==> config.mk <==
export PLATFORM = sky130hd
export DESIGN_NAME = button_gesture_decoder
export DESIGN_NICKNAME = d
export VERILOG_FILES = /design/src/rtl/gesture_pkg.sv /design/src/rtl/debouncer.sv /design/src/rtl/button_gesture_decoder.sv
export SDC_FILE = /design/constraint.sdc
export NUM_CORES = 1
export LEC_CHECK = 0
export ABC_AREA = 1
export CAP_MARGIN = 15
export CELL_PAD_IN_SITES_DETAIL_PLACEMENT = 1
export CELL_PAD_IN_SITES_GLOBAL_PLACEMENT = 2
export CORE_MARGIN = 3
export CORE_UTILIZATION = 36
export DETAILED_ROUTE_END_ITERATION = 10
export PLACE_DENSITY_LB_ADDON = 0.1
export SLEW_MARGIN = 20
export SYNTH_ARGS = -nofsm -noshare
export SYNTH_HDL_FRONTEND = slang
export SYNTH_SLANG_ARGS = --single-unit
==> constraint.sdc <==
create_clock -name clk -period 2.99 [get_ports clk]
set_input_delay 0.598 -clock clk [delete_from_list [all_inputs] [get_ports clk]]
set_output_delay 0.598 -clock clk [all_outputs]
set_load 0.03 [all_outputs]
==> src/rtl/gesture_pkg.sv <==
// Shared types for the button gesture decoder: FSM states, gesture codes and
// a small helper used to size the shared cycle counter.
package gesture_pkg;

    typedef enum logic [1:0] {
        IDLE,
        HELD,
        GAP,
        WAIT_RELEASE
    } state_t;

    typedef enum logic [1:0] {
        NONE,
        SHORT,
        LONG,
        DOUBLE
    } gesture_t;

    function automatic int max_ticks(input int a, input int b);
        return (a > b) ? a : b;
    endfunction

endpackage

==> src/rtl/debouncer.sv <==
// Level debouncer: the output follows the input only after the input has
// disagreed with it for BOUNCE_TICKS consecutive cycles.
module debouncer #(
    parameter int BOUNCE_TICKS = 10
) (
    input  logic clk,
    input  logic rst,
    input  logic bouncy_in,
    output logic debounced_out
);

    localparam int CW = $clog2(BOUNCE_TICKS) + 1;
    localparam logic [CW-1:0] LAST = CW'(BOUNCE_TICKS - 1);

    logic [CW-1:0] cnt;

    // NOTE: sequential state uses non-blocking assignments so every flop samples pre-edge values.
    always_ff @(posedge clk) begin
        if (rst) begin
            debounced_out <= 1'b0;
            cnt           <= '0;
        end else if (bouncy_in == debounced_out) begin
            cnt <= '0;
        end else if (cnt == LAST) begin
            debounced_out <= bouncy_in;
            cnt           <= '0;
        end else begin
            cnt <= cnt + CW'(1);
        end
    end

endmodule

==> src/rtl/button_gesture_decoder.sv <==
// Classifies debounced pushbutton activity into short, long and double press
// pulses using a four-state FSM and one shared, saturating cycle counter.
module button_gesture_decoder
    import gesture_pkg::*;
#(
    parameter int BOUNCE_TICKS = 10,
    parameter int LONG_TICKS   = 1000,
    parameter int GAP_TICKS    = 300
) (
    input  logic clk,
    input  logic rst,
    input  logic button,
    output logic pressed,
    output logic short_press,
    output logic long_press,
    output logic double_press
);

    localparam int CNT_W = $clog2(max_ticks(LONG_TICKS, GAP_TICKS)) + 1;
    // Counter starts one cycle after the edge that triggered it, hence the -2.
    localparam logic [CNT_W-1:0] LONG_LAST = CNT_W'(LONG_TICKS - 2);
    localparam logic [CNT_W-1:0] GAP_LAST  = CNT_W'(GAP_TICKS - 2);

    logic sync1, sync2;

    always_ff @(posedge clk) begin
        if (rst) begin
            sync1 <= 1'b0;
            sync2 <= 1'b0;
        end else begin
            sync1 <= button;
            sync2 <= sync1;
        end
    end

    debouncer #(
        .BOUNCE_TICKS(BOUNCE_TICKS)
    ) u_debouncer (
        .clk          (clk),
        .rst          (rst),
        .bouncy_in    (sync2),
        .debounced_out(pressed)
    );

    state_t           state, state_next;
    logic [CNT_W-1:0] cnt, cnt_next, cnt_inc;
    gesture_t         gesture_next;
    // Set when a gap expires; a press already up at that point must be released first.
    logic             rearm_block, rearm_block_next;

    // NOTE: every always_comb output gets a default first, so no path can infer a latch.
    always_comb begin
        state_next       = state;
        cnt_inc          = (cnt == '1) ? cnt : cnt + CNT_W'(1);
        cnt_next         = cnt;
        rearm_block_next = rearm_block;
        gesture_next     = NONE;

        case (state)
            IDLE: begin
                if (!pressed) begin
                    rearm_block_next = 1'b0;
                end else if (!rearm_block) begin
                    state_next = HELD;
                    cnt_next   = '0;
                end
            end
            HELD: begin
                if (!pressed) begin
                    state_next = GAP;
                    cnt_next   = '0;
                end else if (cnt == LONG_LAST) begin
                    gesture_next = LONG;
                    state_next   = WAIT_RELEASE;
                end else begin
                    cnt_next = cnt_inc;
                end
            end
            GAP: begin
                if (pressed) begin
                    gesture_next = DOUBLE;
                    state_next   = WAIT_RELEASE;
                end else if (cnt == GAP_LAST) begin
                    gesture_next     = SHORT;
                    state_next       = IDLE;
                    rearm_block_next = 1'b1;
                end else begin
                    cnt_next = cnt_inc;
                end
            end
            WAIT_RELEASE: begin
                if (!pressed) state_next = IDLE;
            end
            default: state_next = IDLE;
        endcase
    end

    always_ff @(posedge clk) begin
        if (rst) begin
            state        <= IDLE;
            cnt          <= '0;
            rearm_block  <= 1'b0;
            short_press  <= 1'b0;
            long_press   <= 1'b0;
            double_press <= 1'b0;
        end else begin
            state        <= state_next;
            cnt          <= cnt_next;
            rearm_block  <= rearm_block_next;
            short_press  <= (gesture_next == SHORT);
            long_press   <= (gesture_next == LONG);
            double_press <= (gesture_next == DOUBLE);
        end
    end

endmodule

==> Flow_metrics.wiki <==
{| class="wikitable"
! Metric !! Value
|-
| Category of the worst setup path launch point || register
|-
| H-tree depth reported by CTS || 1
|-
| Count of unique library cells instantiated by Yosys || 30
|-
| Buffers inserted during post-CTS setup optimization || 0
|-
| Share of cells above drive strength 1 || 0.149
|-
| Multiplexer share of the synthesized area || 0
|-
| Share of the core filled with cells || 0.421
|-
| Clock tree root driver cell || sky130_fd_sc_hd__clkbuf_8
|-
| GRT met2 Usage || 0.303
|-
| XOR/XNOR share of the synthesized area || 0.0166
|-
| Mapped Avg Cell Area || 6.91 um^2
|-
| Number of primary I/O pins || 7
|-
| Die span in y || 72.3 um
|-
| Worst-skew pair later-pin latency || 0.27 ns
|-
| Area share of the largest cell type after synthesis || 0.316
|-
| Total negative slack for setup checks || 0 ns
|-
| Post-Syn Area || 1580 um^2
|-
| Die W || 72.3 um
|-
| Avg Vias per Cell || 5.06
|-
| DR iter-0 viols || 53
|-
| Layer carrying the most global-route usage || met2
|-
| Initial DRT Pass Iterations || 4
|-
| Total GRT Usage || 0.178
|-
| Number of clock sinks || 25
|-
| Unrepaired setup endpoints after global routing || false
|-
| Portion of the clock cycle consumed by the worst path in the final layout || 0.737
|-
| Final Routed Wirelength || 4.16 mm
|-
| Highest attainable clock frequency || 0.454 GHz
|-
| Post-Route Hold Slack || 0.412 ns
|-
| Placed cell count || 281
|-
| CTS Hold Bufs || 0
|-
| Start-to-end type of the worst setup path || reg -> out
|-
| Net Count, Synth || 241
|-
| Remaining max-slew budget at the tightest pin || 0.712
|-
| Critical-path cell with the highest stage delay || sky130_fd_sc_hd__clkdlybuf4s50_1
|-
| CP cell instances || clkdlybuf4s50_1
|-
| Antenna cell count || 0
|-
| Routed wirelength normalized by instance count || 14.6 um
|-
| Number of cells upsized or downsized after cts || 0
|-
| Effective utilization at floorplan || 0.385
|-
| Biggest area contributors in the synthesized netlist || sky130_fd_sc_hd__dfxtp_1, sky130_fd_sc_hd__nand2_1, sky130_fd_sc_hd__nand3_1
|-
| Die area || 5230 um^2
|-
| Antenna violations before repair || 0
|-
| Std cell rows || 23
|-
| DP Wirelength || 3.43 mm
|-
| Final-layout fill cell count || 540
|-
| Number of violations of the max-capacitance limit || 0
|-
| Maximum number of pins on one net before global-route repair || 16
|-
| Count of warnings emitted by yosys || 0
|-
| Final Instance Count excl. Fillers || 285
|-
| Total setup violations reported at the end of the flow || 0
|-
| Power density of the placed cells || 467 nW/um^2
|-
| Routed via count || 1442
|-
| Port buffer count || 6
|-
| Outcome || finished clean
|-
| Post-Synth Adder-Cell Area || 0.0711
|-
| Required @ worst endpoint || 2.39 ns
|-
| Dominant cell type by area after synthesis || sky130_fd_sc_hd__dfxtp_1
|-
| Kind of cell adding the most delay to the critical path || buffers and inverters
|-
| Proportion of synthesized chip area in sequential cells || 0.316
|-
| Flip-flop and latch count after synthesis || 25
|-
| Capturing element type of the critical path || primary output
|-
| GR met3 Demand/Resource || 0.0332
|-
| Area growth syn-to-layout || 9.41%
|-
| Routability congestion estimate || 0.864
|-
| Share of the synthesized area in compound gates (AO/OA/AOI/OAI) || 0.102
|-
| Final Hold Fails || 0
|-
| Leakage Power || 0.696 nW
|-
| Final WS setup || 0.785 ns
|-
| Clock slew at the register clock pins of the worst setup and hold paths || 0.10 ns
|-
| Clock Path Buffers || 2
|-
| GR Util met1 || 0.243
|-
| Vias in the first global route || 1523
|-
| TritonCTS clock tree || done
|-
| Largest fanout on the critical path || 11
|-
| Number of clock buffers inserted by TritonCTS || 3
|-
| Min cycle time layout || 2.20 ns
|-
| Worst setup skew after layout || 0.00695 ns
|-
| Worst Setup Slack post-DPL || 1.09 ns
|-
| Worst hold path class || reg -> reg
|-
| Worst vdd ir || 0.000248 V
|-
| CP bufs+invs || 1
|-
| Antenna Nets Post-Route || 0
|-
| GR Overflow Total || 0
|-
| Main combinational cell family by area after synthesis || simple AND/OR/NAND/NOR gates
|-
| First-pass GRT wire length || 7.40 mm
|-
| DRC violation count after routing || 0
|-
| Slowest stage delay, CP || 0.76 ns
|-
| Gate Count Post-Synth || 229
|-
| Data arrival time of the critical path || 1.61 ns
|-
| Slew at the pin closest to its max-slew limit || 0.430 ns
|-
| Post-Synth Simple-Gate Area || 0.407
|-
| Number of nets at the end of the flow || 248
|-
| Total core area || 4120 um^2
|-
| Final number of max-transition violations || 0
|}
-- cell families after synthesis --
logic type      Yosys count
buf+inv                  33
xor+xnor                  3
flops                    25
simple gates            131
compound gates           28
fa+ha+maj                 9
-- path summary, 6_finish.rpt --
| kind | startpoint | endpoint | slack (ns) | cells past startpoint |
|---|---|---|---|---|
| hold / removal | sync1 | sync2 | 0.41 | 2 |
| setup reg to reg | state[1] | cnt[1] | 1.09 | 10 |
| setup / recovery | u_debouncer.debounced_out | pressed | 0.79 | 1 |
| hold reg to reg | sync1 | sync2 | 0.41 | 2 |
-- through the flow --
stage / area, um^2 / power [mW]
6_report: 1730 / 0.809
5_1_grt: 1730 / 0.874
4_1_cts: 1730 / 0.822
3_5_place_dp: 1680 / 0.610
3_3_place_gp: 1680 / 0.593
2_1_floorplan: 1580 / 0.550
-- where the power goes --
part           switching [mW]  internal (mW)  leakage (nW)
Sequential             0.0232          0.350         0.202
Combinational           0.146         0.0804         0.472
Clock                   0.116         0.0946        0.0217
Total                   0.284          0.525         0.696
-- layout by cell type (no fill, tap or decap), drive strengths merged, types with 2 or more instances in the layout --
cell type	instances
a21oi	18
clkbuf	3
clkdlybuf4s50	6
dfxtp	25
ha	9
inv	28
nand2	65
nand3	27
nand4	5
nor2	28
nor3	3
o21ai	9
xnor2	2
-- area by class of cell --
cell class,count,area (um^2),share of cell area
Multi-Input combinational cell,171,945,0.546
Sequential cell,25,500,0.289
Inverter,28,108,0.0621
Timing Repair Buffer,7,67.6,0.0390
Tap cell,50,62.6,0.0361
Clock buffer,3,41.3,0.0238
Clock inverter,1,7.51,0.00434
-- cell usage after synthesis --
cell type	n
sky130_fd_sc_hd__o21ai_1	1
sky130_fd_sc_hd__nor3_1	3
sky130_fd_sc_hd__nand4_1	4
sky130_fd_sc_hd__nand2_2	9
sky130_fd_sc_hd__or2_2	1
sky130_fd_sc_hd__ha_1	9
sky130_fd_sc_hd__o211ai_1	1
sky130_fd_sc_hd__nor2_4	2
sky130_fd_sc_hd__nand4_4	1
sky130_fd_sc_hd__inv_1	24
sky130_fd_sc_hd__a21oi_2	4
sky130_fd_sc_hd__clkbuf_1	3
sky130_fd_sc_hd__o21ai_0	7
sky130_fd_sc_hd__nand3_4	2
sky130_fd_sc_hd__a21oi_1	14
sky130_fd_sc_hd__nand3_2	1
sky130_fd_sc_hd__and2_4	1
sky130_fd_sc_hd__inv_2	3
sky130_fd_sc_hd__nor2_1	22
sky130_fd_sc_hd__xnor2_1	2
sky130_fd_sc_hd__nor4_1	1
sky130_fd_sc_hd__nor2_2	4
sky130_fd_sc_hd__nand3_1	24
sky130_fd_sc_hd__inv_4	1
sky130_fd_sc_hd__o21ai_2	1
sky130_fd_sc_hd__buf_4	1
sky130_fd_sc_hd__nand2_1	56
sky130_fd_sc_hd__buf_6	1
sky130_fd_sc_hd__xor2_1	1
sky130_fd_sc_hd__dfxtp_1	25
-- per-layer routing --
metal / vias to the layer above / wire [um]
met3: 2 / 118
li1: 746 / -
met4: 0 / 13
met5: - / 0
met1: 676 / 2010
met2: 18 / 2010
-- flip-flops by register name (all words and copies together) (netlist names) --
name and flops:
sync1 1, sync2 1, double_press 1, rearm_block 1, short_press 1, u_debouncer.cnt 5
state 2, u_debouncer.debounced_out 1, cnt 11, long_press 1
No activity file was read; power rests on OpenSTA's default activity.
